**config.mk**
```make
export PLATFORM = sky130hd
export DESIGN_NAME = fetch_unit
export DESIGN_NICKNAME = d
export VERILOG_FILES = /design/src/rtl/riscv_fetch_pkg.sv /design/src/rtl/fetch_fifo.sv /design/src/rtl/fetch_unit.sv
export SDC_FILE = /design/constraint.sdc
export NUM_CORES = 1
export LEC_CHECK = 0
export BUFFER_PORTS_ARGS = -buffer_cell sky130_fd_sc_hd__buf_2
export CORE_UTILIZATION = 43
export CTS_CLUSTER_DIAMETER = 100
export DETAILED_ROUTE_END_ITERATION = 10
export MAX_ROUTING_LAYER = met4
export PLACE_DENSITY_LB_ADDON = 0.2
export SYNTH_ARGS = -nofsm -noshare
export SYNTH_HDL_FRONTEND = slang
export SYNTH_SLANG_ARGS = --single-unit
```
**constraint.sdc**
```tcl
create_clock -name clock -period 2.8 [get_ports clock]
set_input_delay 0.14 -clock clock [delete_from_list [all_inputs] [get_ports clock]]
set_output_delay 0.14 -clock clock [all_outputs]
set_load 0.05 [all_outputs]
```
**src/rtl/riscv_fetch_pkg.sv**
```systemverilog
// Shared types and constants for the instruction-fetch unit.
// Imported by the fetch buffer and the fetch top level.
package riscv_fetch_pkg;

  typedef enum logic {
    RUN   = 1'b0,
    FAULT = 1'b1
  } fetch_state_t;

  localparam int unsigned INSTR_BYTES = 4;

  localparam logic [31:0] RESET_PC_DEFAULT = 32'h0100_0000;

  typedef struct packed {
    logic [31:0] pc;
    logic [31:0] data;
  } fetch_entry_t;

endpackage

```
**src/rtl/fetch_fifo.sv**
```systemverilog
// Small synchronous FIFO of fetched {pc, word} entries.
// Flush beats push and pop; head is the oldest entry.
module fetch_fifo
  import riscv_fetch_pkg::*;
#(
  parameter int unsigned DEPTH = 2,
  localparam int unsigned AW = $clog2(DEPTH),
  localparam int unsigned CW = AW + 1
) (
  input  logic         clock,
  input  logic         reset_n,
  input  logic         flush,
  input  logic         push,
  input  fetch_entry_t push_data,
  input  logic         pop,
  output fetch_entry_t head,
  output logic [CW-1:0] count
);

  fetch_entry_t  mem_q [DEPTH];
  fetch_entry_t  mem_d [DEPTH];
  logic [AW-1:0] wr_ptr_q, wr_ptr_d;
  logic [AW-1:0] rd_ptr_q, rd_ptr_d;
  logic [CW-1:0] count_q, count_d;

  // next-state for storage, pointers and occupancy
  always_comb begin
    mem_d    = mem_q;
    wr_ptr_d = wr_ptr_q;
    rd_ptr_d = rd_ptr_q;
    count_d  = count_q;
    if (flush) begin
      wr_ptr_d = '0;
      rd_ptr_d = '0;
      count_d  = '0;
    end else begin
      if (push) begin
        mem_d[wr_ptr_q] = push_data;
        wr_ptr_d = wr_ptr_q + AW'(1);
      end
      if (pop) begin
        rd_ptr_d = rd_ptr_q + AW'(1);
      end
      count_d = count_q + CW'(push) - CW'(pop);
    end
  end

  // state registers
  always_ff @(posedge clock or negedge reset_n) begin
    if (!reset_n) begin
      mem_q    <= '{default: '0};
      wr_ptr_q <= '0;
      rd_ptr_q <= '0;
      count_q  <= '0;
    end else begin
      mem_q    <= mem_d;
      wr_ptr_q <= wr_ptr_d;
      rd_ptr_q <= rd_ptr_d;
      count_q  <= count_d;
    end
  end

  assign head  = mem_q[rd_ptr_q];
  assign count = count_q;

endmodule

```
**src/rtl/fetch_unit.sv**
```systemverilog
// Instruction fetch: PC, one-deep request pipe, buffer to decode.
// Redirects flush; misaligned targets park the unit in FAULT.
module fetch_unit
  import riscv_fetch_pkg::*;
#(
  parameter logic [31:0] RESET_PC   = RESET_PC_DEFAULT,
  parameter int unsigned FIFO_DEPTH = 2
) (
  input  logic        clock,
  input  logic        reset_n,
  output logic [31:0] mem_address,
  output logic [31:0] mem_read_write,
  output logic [31:0] mem_data_in,
  input  logic [31:0] mem_data_out,
  input  logic        redirect_valid,
  input  logic [31:0] redirect_pc,
  output logic        inst_valid,
  input  logic        inst_ready,
  output logic [31:0] inst_pc,
  output logic [31:0] inst_data,
  output logic        fetch_fault,
  output logic [31:0] fault_pc
);

  localparam int unsigned CW = $clog2(FIFO_DEPTH) + 1;

  if (RESET_PC[1:0] != 2'b00) begin : g_bad_reset_pc
    $error("fetch_unit: RESET_PC must be 4-byte aligned");
  end
  if (FIFO_DEPTH < 2 || (FIFO_DEPTH & (FIFO_DEPTH - 1)) != 0) begin : g_bad_depth
    $error("fetch_unit: FIFO_DEPTH must be a power of two >= 2");
  end

  fetch_state_t  state_q;
  logic          fault_q;
  logic [31:0]   fault_pc_q;
  logic [31:0]   pc_q, pc_d;
  logic          inflight_q, inflight_d;
  logic [31:0]   inflight_pc_q, inflight_pc_d;
  fetch_entry_t  hold_q, hold_d;
  fetch_entry_t  fifo_head;
  fetch_entry_t  push_entry;
  logic [CW-1:0] fifo_count;
  logic [CW:0]   credit_used;
  logic          pop, push, issue, misaligned;

  assign misaligned = redirect_pc[1:0] != 2'b00;
  assign inst_valid = (fifo_count != '0) && (state_q == RUN);
  assign pop        = inst_valid & inst_ready;
  assign push       = inflight_q & ~redirect_valid;
  assign push_entry = '{pc: inflight_pc_q, data: mem_data_out};

  // slots already promised: buffered + in flight, minus the one leaving
  assign credit_used = {1'b0, fifo_count} + (CW+1)'(inflight_q)
                     - (CW+1)'(pop);
  assign issue = (state_q == RUN) && !redirect_valid
              && (credit_used < (CW+1)'(FIFO_DEPTH));

  // PC advance, request tracking and last-delivered hold value
  always_comb begin
    pc_d          = pc_q;
    inflight_d    = issue;
    inflight_pc_d = inflight_pc_q;
    hold_d        = inst_valid ? fifo_head : hold_q;
    if (redirect_valid) begin
      if (!misaligned) pc_d = redirect_pc;
    end else if (issue) begin
      pc_d          = pc_q + 32'(INSTR_BYTES);
      inflight_pc_d = pc_q;
    end
  end

  // datapath registers
  always_ff @(posedge clock or negedge reset_n) begin
    if (!reset_n) begin
      pc_q          <= RESET_PC;
      inflight_q    <= 1'b0;
      inflight_pc_q <= '0;
      hold_q        <= '0;
    end else begin
      pc_q          <= pc_d;
      inflight_q    <= inflight_d;
      inflight_pc_q <= inflight_pc_d;
      hold_q        <= hold_d;
    end
  end

  // RUN/FAULT control with registered fault outputs
  always_ff @(posedge clock or negedge reset_n) begin
    if (!reset_n) begin
      state_q    <= RUN;
      fault_q    <= 1'b0;
      fault_pc_q <= '0;
    end else if (redirect_valid) begin
      if (misaligned) begin
        state_q    <= FAULT;
        fault_q    <= 1'b1;
        fault_pc_q <= redirect_pc;
      end else begin
        state_q <= RUN;
        fault_q <= 1'b0;
      end
    end
  end

  fetch_fifo #(
    .DEPTH (FIFO_DEPTH)
  ) u_fifo (
    .clock     (clock),
    .reset_n   (reset_n),
    .flush     (redirect_valid),
    .push      (push),
    .push_data (push_entry),
    .pop       (pop),
    .head      (fifo_head),
    .count     (fifo_count)
  );

  assign mem_address    = pc_q;
  assign mem_read_write = '0;
  assign mem_data_in    = '0;
  assign inst_pc        = inst_valid ? fifo_head.pc : hold_q.pc;
  assign inst_data      = inst_valid ? fifo_head.data : hold_q.data;
  assign fetch_fault    = fault_q;
  assign fault_pc       = fault_pc_q;

endmodule

```
==> metrics.cfg, run 1 <==
[clocking]
cts_root_buf = clkbuf_16
clk_transition_reported_paths_ns = 0.06
clkLatencyLatePin_ns = 0.52
cts.path.max_buffers = 3
cts_tree = yes
cts_sinks = 294
cts_buffers = 34
h-tree-depth = 2

[worst_setup_path]
crit_required_ns = 3.24
critical_path.endpoint = mem_address[12]
cp-startpoint = u_fifo.count[0]
rr_worst_depth = 13
worstSetupEndpointType = register
startpoint_type = register
r2r_start = u_fifo.count[0]
path_cells = o21bai_4 -> clkinvlp_4 -> and2_4 -> ha_4 -> inv_4 -> nand2_2 -> fa_1 -> or3b_4 -> o21ai_4 -> buf_6 -> buf_4 -> o22ai_1 -> a21oi_1
crit_type = register to register
worstPathMaxFanout = 6
r2r-end = mem_address[12]
cpPeakStageDelay_ns = 0.51
slowest_stage = fa_1
cp.arrival_ns = 3.26
ff2ff_setup_slack_ns = -0.03

[cells_and_area]
fin_cells = 1760
final_nets = 1423
drive_gt1_frac = 0.351
areaGrowthSynthToFinish_pct = 26.4
diodes = 0
final_common_cell = dfrtp_1
layout_common_cells = dfrtp_1 (291), buf_2 (196), nand2_1 (177)
fillCellCount = 2527

[pwr]
pwr_density_cell_mw_per_mm2 = 935
peakVddDrop_mv = 0.514
power_w = 0.0151
leakagePower_nw = 7.87

[drt]
drt_wl_total_um = 28800
vias = 8729
ant_nets = 0
drc = 0
dr.pass1.iters = 5
wl_per_cell_um = 16.3
drt_iter0_drc = 373
routed_via_density = 4.96

[timing]
final_max_slew_viol_count = 0
hold_violations = 0
max_slew_margin = 0.516
finalSetupViolCount = 7
setup_slack_ns = -0.0258
timing.final.crit_share = 1.01
rsz0062_at_grt = true
fmax_mhz = 354
finClkSkew_ns = 0.0198
worst_pin_slew_ns = 0.726
fin_crit_ns = 2.83

[floorplanning]
die_width_um = 175
die_h_um = 175
io_pins = 262
start_util = 0.441
rows = 62
die_area_mm2 = 0.0305
core_area_mm2 = 0.0290

[yosys]
synth-edff-count = 0
synth_warnings = 0
synth_cell_type_count = 44
ys.flop_type = dfrtp_1
avgSynthCellArea_um2 = 12.0
seq_area_frac_synth = 0.575
synth-seq-cells = 294
synth_cells = 1071
netlist_area_mm2 = 0.0128
async_flop_share = 1.00

[placed_design]
gp_congestion = 0.760
dp.cells = 1622
dp_hpwl_um = 18400
io_buffers = 197

[global_route]
grt_max_degree = 81
first_global_vias = 8832
grt-ovfl-total = 0
grt_pass1_wl_um = 46900
antenna_found_initial = 0
gr-usage-all-layers = 0.196

[status]
failed_checks = setup timing
status = finished, violations left

[worst_hold_path]
hp-class = input port to register

[job]
cap_violations = 0

layout make-up:
type / instances / area [µm²] / area share
Sequential cell: 294 / 7360 / 0.455
Multi-Input combinational cell: 709 / 5000 / 0.309
Timing Repair Buffer: 302 / 2100 / 0.130
Clock buffer: 45 / 942 / 0.0582
Tap cell: 384 / 480 / 0.0297
Clock inverter: 17 / 249 / 0.0154
Inverter: 8 / 41.3 / 0.00255
Timing Repair inverter: 1 / 5.00 / 0.000309
power by group:
| part | internal, W | total [W] | leakage (nW) | switching, W |
|---|---|---|---|---|
| clock network | 0.00286 | 0.00463 | 0.579 | 0.00177 |
| logic | 0.00136 | 0.00441 | 3.53 | 0.00306 |
| registers | 0.00539 | 0.00608 | 3.76 | 0.000686 |
| total | 0.00961 | 0.0151 | 7.87 | 0.00551 |
routing by layer:
metal	global-route usage	vias up	wire, µm
li1	-	4168	-
met1	0.271	4281	13900
met2	0.297	228	12900
met3	0.0350	52	1370
met4	0.0507	0	633
met5	-	-	0
flip-flops by register name, summed over array words and instances, names as in the netlist:
signal           count
u_fifo.rd_ptr_q      1
u_fifo.mem_q       128
hold_q              64
fetch_fault          1
fault_pc            32
inflight_pc_q       32
inflight_q           1
mem_address         32
u_fifo.count         2
u_fifo.wr_ptr_q      1
per-stage QoR:
stage          setup WS (ns)   util  cell area (µm²)  TNS [ns]  hold WS [ns]
2_1_floorplan         -0.408      -            13200    -16.54        -0.156
3_3_place_gp          0.0416  0.488            14200         0         0.162
3_5_place_dp         -0.0326  0.488            14200   -0.0682         0.161
4_1_cts             -0.00814  0.553            16000  -0.00814        0.0507
5_1_grt               -0.138  0.558            16200     -2.24        0.0859
6_report             -0.0258  0.558            16200   -0.0750        0.0632
logic make-up (layout without fill, tap and decap cells):
logic type | count (synthesis) | after routing | synth area share
AOI/OAI and AO/OA | 136 | 136 | 0.0617
buffers and inverters | 131 | 373 | 0.0624
muxes | 237 | 237 | 0.201
DFF | 294 | 294 | 0.575
xor gates and xnor gates | 5 | 5 | 0.00342
adders and majority gates | 5 | 5 | 0.00547
other | 1 | 64 | 0.000293
and+or+nand+nor | 262 | 262 | 0.0913
critical path, delay by kind of cell (launching register included):
kind | cells | cell delay, ns
simple gates | 3 | 0.60
compound gates | 4 | 0.59
buf+inv | 4 | 0.44
fa+ha+maj | 2 | 0.72
flops | 1 | 0.41
cells in the mapped netlist (2+ instances only):
master / instances / share of area
buf_4: 71 / 0.042
nand4_1: 10 / 0.0049
or3b_1: 2 / 0.0014
buf_2: 32 / 0.013
a22oi_1: 9 / 0.0053
nor4_1: 4 / 0.0020
dfrtp_1: 293 / 0.57
o21ai_0: 81 / 0.032
and3_1: 7 / 0.0034
clkbuf_1: 18 / 0.0053
o22ai_1: 11 / 0.0054
nand3b_1: 2 / 0.0012
nand3_1: 14 / 0.0055
nor2b_1: 3 / 0.0015
nor2_1: 22 / 0.0065
mux2_2: 158 / 0.14
a21o_1: 3 / 0.0018
ha_1: 4 / 0.0039
and2_1: 6 / 0.0029
a22o_1: 3 / 0.0021
inv_1: 8 / 0.0023
buf_1: 2 / 0.00059
a221o_1: 4 / 0.0031
and4_1: 4 / 0.0027
or3_1: 3 / 0.0015
nand2_1: 180 / 0.053
xnor2_1: 4 / 0.0027
a311o_1: 4 / 0.0031
a21oi_1: 16 / 0.0063
mux2i_1: 79 / 0.062
timing repair:
action / in CTS / in global routing
hold endpoints to repair: 196 / 0
hold buffers: 65 / 0
pin swaps: 4 / 3
setup endpoints to repair: 53 / 94
gates resized for setup: 5 / 20
gates cloned: 0 / 2
setup buffers: 3 / 7
worst min path at each step:
stage                             to            from  slack [ns]  cells past startpoint
global route         mem_address[28]  redirect_valid        0.09                      2
finish                   fault_pc[0]  redirect_valid        0.06                      3
CTS                      fault_pc[0]  redirect_valid        0.05                      3
floorplan                fault_pc[0]         reset_n       -0.16                      0
detailed placement  u_fifo.mem_q[30]         reset_n        0.16                      1
global placement          hold_q[30]         reset_n        0.16                      1
(Power assumes the default switching activity.)
==> run 2: changes to the inputs <==
--- a/config.mk
+++ b/config.mk
@@ -6,6 +6,7 @@
 export NUM_CORES = 1
 export LEC_CHECK = 0
 export BUFFER_PORTS_ARGS = -buffer_cell sky130_fd_sc_hd__buf_2
+export CORE_MARGIN = 2
 export CORE_UTILIZATION = 43
 export CTS_CLUSTER_DIAMETER = 100
 export DETAILED_ROUTE_END_ITERATION = 10
==> run 2 against run 1 <==
Register-to-register slack improved by 0.02 ns; the flow still finishes with violations (setup timing); via count is essentially flat; sequential cell count did not move; non-clock buffer count up 2; core utilization fell by 0.50 points; largest cell class unchanged; worst hold slack better by 0.017 ns; wire length up 1.5%; critical path type unchanged; first-iteration DRC count increased by 17%.
==> metrics.cfg, run 2 (synthesis results as in run 1) <==
[status]
status = finished, violations left
failed_checks = setup timing

[cells_and_area]
multi_input_area_mm2 = 0.00504
regMostFlops = u_fifo.mem_q
final_core_util = 0.553
largest_register_ffs = 128
ff_latch_area_mm2 = 0.00736
fin_area_mm2 = 0.0163
fillCellCount = 2554
final_common_cell = dfrtp_1
diodes = 0
layout_common_cells = dfrtp_1 (291), buf_2 (196), nand2_1 (176)
largestRegisters = u_fifo.mem_q: 128 flops, hold_q: 64 flops
areaGrowthSynthToFinish_pct = 27.3
drive_gt1_frac = 0.353
final_nets = 1425

[timing]
fmax_mhz = 356
max_slew_margin = 0.418
rsz0062_at_grt = true
finalSetupViolCount = 2
timing.final.crit_share = 1.00
worst_pin_slew_ns = 0.873
setup_slack_ns = -0.00798
final_max_slew_viol_count = 0
finClkSkew_ns = 0.0139
hold_violations = 0
fin_crit_ns = 2.81

[clocking]
cts.path.max_buffers = 3
clk_transition_reported_paths_ns = 0.06
cts_sinks = 294
cts_tree = yes
h-tree-depth = 2
cts_buffers = 34
clkLatencyLatePin_ns = 0.51
cts_root_buf = clkbuf_16

[placed_design]
postPlaceCellArea_mm2 = 0.0142
gp_congestion = 0.772
dp_hpwl_um = 18800
io_buffers = 197

[drt]
wl_per_cell_um = 16.5
dr.pass1.iters = 4
vias = 8727
routed_via_density = 4.94
drc = 0
ant_nets = 0
drt_wl_total_um = 29200
drt_iter0_drc = 435

[global_route]
antenna_found_initial = 0
grt-ovfl-total = 0
first_global_vias = 8548
grt_pass1_wl_um = 46400
grt_max_degree = 83
gr-usage-all-layers = 0.191

[worst_setup_path]
r2r-end = mem_address[14]
crit_path_frequent_cell = nand2_2
rr_worst_depth = 13
cp_top_family = adder cells
worstSetupEndpointType = register
cp.arrival_ns = 3.18
path_cells = o21bai_4 -> clkinvlp_4 -> and2_4 -> ha_4 -> inv_2 -> nand2_2 -> fa_1 -> or3b_4 -> o21ai_4 -> buf_6 -> nand2_2 -> mux2i_1 -> a21oi_1
crit_required_ns = 3.17
r2r_start = u_fifo.count[1]
crit_type = register to register
cpPeakStageDelay_ns = 0.52
startpoint_type = register
cp-startpoint = u_fifo.count[1]
slowest_stage = fa_1
worstPathMaxFanout = 6
cp_num_buf_inv = 3
ff2ff_setup_slack_ns = -0.008

[pwr]
swShare = 0.358
leakagePower_nw = 7.92
power.sequential.fraction = 0.397
p_switching_w = 0.00547
internal_power_w = 0.00981
clockPowerShare = 0.312
peakVddDrop_mv = 0.470
combPwrFrac = 0.291
pwr_density_cell_mw_per_mm2 = 938
power_w = 0.0153

[floorplanning]
rows = 63
die_width_um = 177
die_h_um = 177
die_area_mm2 = 0.0312
io_pins = 262
start_util = 0.434
core_area_mm2 = 0.0295

[worst_hold_path]
hp-class = input port to register
min-delay-start = inst_ready
hold-path-cell-count = 4
hold_end = u_fifo.rd_ptr_q

[job]
cap_violations = 0

## run 2: area by class of cell
class	instances	area share
Clock buffer	53	0.0647
Multi-Input combinational cell	709	0.309
Timing Repair Buffer	304	0.131
Timing Repair inverter	1	0.000307
Inverter	8	0.00238
Sequential cell	294	0.452
Tap cell	390	0.0299
Clock inverter	7	0.0101
## run 2: worst max-delay path by stage
stage / to / slack (ns) / depth (start not counted)
after global placement: mem_address[14] / 0.04 / 13
final: mem_address[14] / -0.008 / 13
after global routing: mem_address[14] / -0.11 / 13
after floorplan: mem_address[31] / -0.41 / 12
after CTS: mem_address[14] / 0.03 / 13
after detailed placement: mem_address[17] / -0.03 / 13
## run 2: worst min-delay path: stages
cell and delay [ns]:
buf_2 0.11, and2_4 0.16, xnor2_1 0.06, nor2_1 0.07
## run 2: power groups by stage
| stage | clock [W] | combinational (W) | sequential, W |
|---|---|---|---|
| after floorplan | 0 | 0.00294 | 0.00646 |
| after CTS | 0.00489 | 0.00444 | 0.00607 |
| final | 0.00477 | 0.00444 | 0.00607 |
| after global routing | 0.00507 | 0.00478 | 0.00623 |
| after global placement | 0 | 0.00430 | 0.00610 |
| after detailed placement | 0 | 0.00436 | 0.00614 |
## run 2: metrics by stage
step           setup WS, ns  hold WS (ns)  TNS, ns  std cells
6_report           -0.00798        0.0803  -0.0122       1766
5_1_grt              -0.112        0.0837    -1.43       1766
4_1_cts              0.0267        0.0730        0       1759
3_5_place_dp        -0.0347         0.153   -0.107       1633
3_3_place_gp         0.0386         0.154        0       1633
2_1_floorplan        -0.408        -0.156   -16.54       1134
## run 2: repair_timing
| action | 4_1_cts | 5_1_grt |
|---|---|---|
| gates cloned | 0 | 2 |
| setup endpoints to repair | 65 | 41 |
| hold buffers | 65 | 0 |
| hold endpoints to repair | 195 | 0 |
| setup buffers | 1 | 5 |
| gates resized for setup | 4 | 28 |
| pin swaps | 3 | 7 |
## run 2: layer usage
| layer | GRT usage | share of wire |
|---|---|---|
| met5 | - | 0 |
| met4 | 0.0537 | 0.020 |
| met2 | 0.277 | 0.44 |
| met1 | 0.276 | 0.49 |
| met3 | 0.0317 | 0.053 |
==> run 3: changes to the inputs <==
--- a/config.mk
+++ b/config.mk
@@ -8,10 +8,12 @@
 export BUFFER_PORTS_ARGS = -buffer_cell sky130_fd_sc_hd__buf_2
 export CORE_MARGIN = 2
 export CORE_UTILIZATION = 43
+export CTS_BUF_LIST = sky130_fd_sc_hd__clkbuf_8
 export CTS_CLUSTER_DIAMETER = 100
 export DETAILED_ROUTE_END_ITERATION = 10
 export MAX_ROUTING_LAYER = met4
 export PLACE_DENSITY_LB_ADDON = 0.2
+export REMOVE_ABC_BUFFERS = 1
 export SYNTH_ARGS = -nofsm -noshare
 export SYNTH_HDL_FRONTEND = slang
 export SYNTH_SLANG_ARGS = --single-unit
==> run 3 against run 2 <==
The run now ends clean; core utilization down 1.1 points; clock power fell by 16%; design area shrank 2.1%; cell count rose by 1.6%; critical path type unchanged; critical endpoint is now mem_address[7]; highest routed layer unchanged.
==> metrics.cfg, run 3 (synthesis results as in run 1) <==
[cells_and_area]
drive_gt1_frac = 0.349
ff_latch_area_mm2 = 0.00736
largest_register_ffs = 128
largestRegisters = u_fifo.mem_q: 128 flops, hold_q: 64 flops
multi_input_area_mm2 = 0.00496
diodes = 0
layout_common_cells = dfrtp_1 (292), buf_2 (196), nand2_1 (177)
final_common_cell = dfrtp_1
regMostFlops = u_fifo.mem_q
fillCellCount = 2662
areaGrowthSynthToFinish_pct = 24.6
final_nets = 1439

[worst_setup_path]
crit_type = register to register
crit_required_ns = 3.30
r2r-end = mem_address[7]
rr_worst_depth = 13
worstPathMaxFanout = 4
cpPeakStageDelay_ns = 0.52
cp-startpoint = u_fifo.count[1]
path_cells = o21bai_4 -> inv_2 -> and2_4 -> ha_4 -> inv_2 -> nand2_2 -> fa_1 -> nor3b_4 -> nand2_2 -> buf_6 -> or3_4 -> a21oi_2 -> a221o_1
slowest_stage = fa_1
r2r_start = u_fifo.count[1]
startpoint_type = register
ff2ff_setup_slack_ns = 0.08
worstSetupEndpointType = register
cp.arrival_ns = 3.21

[floorplanning]
die_h_um = 177
start_util = 0.434
die_width_um = 177
io_pins = 262
die_area_mm2 = 0.0312
rows = 63
core_area_mm2 = 0.0295

[clocking]
clk_transition_reported_paths_ns = 0.06
cts.path.max_buffers = 3
cts_buffers = 52
cts_sinks = 294
cts_root_buf = clkbuf_8
cts_tree = yes
clkLatencyLatePin_ns = 0.58
h-tree-depth = 2

[timing]
fin_crit_ns = 2.72
timing.final.crit_share = 0.970
rsz0062_at_grt = true
finalSetupViolCount = 0
final_max_slew_viol_count = 0
setup_slack_ns = 0.0844
finClkSkew_ns = 0.0271
hold_violations = 0
worst_pin_slew_ns = 0.755
fmax_mhz = 368
max_slew_margin = 0.496

[drt]
drt_iter0_drc = 461
dr.pass1.iters = 4
routed_via_density = 4.90
drt_wl_total_um = 30200
wl_per_cell_um = 16.8
ant_nets = 0
drc = 0
vias = 8787

[worst_hold_path]
hold_end = u_fifo.rd_ptr_q
hold-path-cell-count = 2
hp-class = input port to register
min-delay-start = redirect_valid

[placed_design]
dp_hpwl_um = 19400
gp_congestion = 0.781
io_buffers = 197
pre_cts_slack_ns = -0.0347

[pwr]
pwr_density_cell_mw_per_mm2 = 906
peakVddDrop_mv = 0.560
leakagePower_nw = 7.88
power_w = 0.0145

[global_route]
grt_pass1_wl_um = 48600
antenna_found_initial = 0
grt_max_degree = 92
grt-ovfl-total = 0
gr-usage-all-layers = 0.202
first_global_vias = 9084

[status]
status = finished clean

[job]
cap_violations = 0

==> run 3: changes by cell type in the layout (fill, tap and decap cells not counted), sizes merged <==
| cell | before | now |
|---|---|---|
| inv | 7 | 25 |
| clkbuf | 54 | 65 |
| clkinv | 3 | 7 |
| bufinv | 5 | 2 |
| buf | 238 | 236 |
| clkinvlp | 1 | 2 |
==> run 3: layout make-up <==
type | instances | share of cell area
Clock buffer | 65 | 0.0561
Clock inverter | 28 | 0.0108
Inverter | 8 | 0.00188
Multi-Input combinational cell | 709 | 0.311
Sequential cell | 294 | 0.461
Tap cell | 390 | 0.0306
Timing Repair Buffer | 301 | 0.128
==> run 3: how the worst max path moves through the flow <==
stage                                 to  slack [ns]  cells past startpoint
final                     mem_address[7]        0.08                     13
after global routing      mem_address[5]      -0.003                     13
after floorplan           mem_address[4]       -6.37                     13
after detailed placement  mem_address[7]       -0.03                     13
after CTS                    inst_pc[23]        0.04                      7
after global placement    mem_address[7]        0.03                     13
==> run 3: repair_timing <==
item,4_1_cts,5_1_grt
setup endpoints to repair,44,41
gates resized for setup,9,6
setup buffers,1,0
hold buffers,65,0
pin swaps,1,9
hold endpoints to repair,209,0
==> run 3: power breakdown <==
| group | internal, W | switching [W] | total (W) | leakage [nW] |
|---|---|---|---|---|
| clock | 0.00226 | 0.00173 | 0.00400 | 0.615 |
| combinational | 0.00135 | 0.00307 | 0.00443 | 3.50 |
| sequential | 0.00539 | 0.000632 | 0.00603 | 3.76 |
| total | 0.00901 | 0.00544 | 0.0145 | 7.88 |
==> run 3: through the flow <==
stage,hold slack [ns],utilization,instance area (µm²),TNS (ns),cells
2_1_floorplan,-0.156,-,12300,-942.11,1011
3_3_place_gp,0.200,0.481,14200,0,1636
3_5_place_dp,0.194,0.481,14200,-0.0728,1636
4_1_cts,0.00691,0.541,15900,0,1795
5_1_grt,0.0556,0.541,16000,-0.00522,1795
6_report,0.0505,0.541,16000,0,1795
==> run 3: worst max-delay path, delay by kind of cell (launching register included) <==
kind / cells / cell delay, ns
simple gates: 5 / 0.86
fa+ha+maj: 2 / 0.73
compound gates: 3 / 0.42
flops: 1 / 0.40
buf+inv: 3 / 0.24
==> run 3: layer usage <==
metal / part of all wire / track usage / vias up
li1: - / - / 4189
met3: 0.060 / 0.0426 / 60
met1: 0.46 / 0.266 / 4313
met5: 0 / - / -
met2: 0.46 / 0.314 / 225
met4: 0.022 / 0.0627 / 0
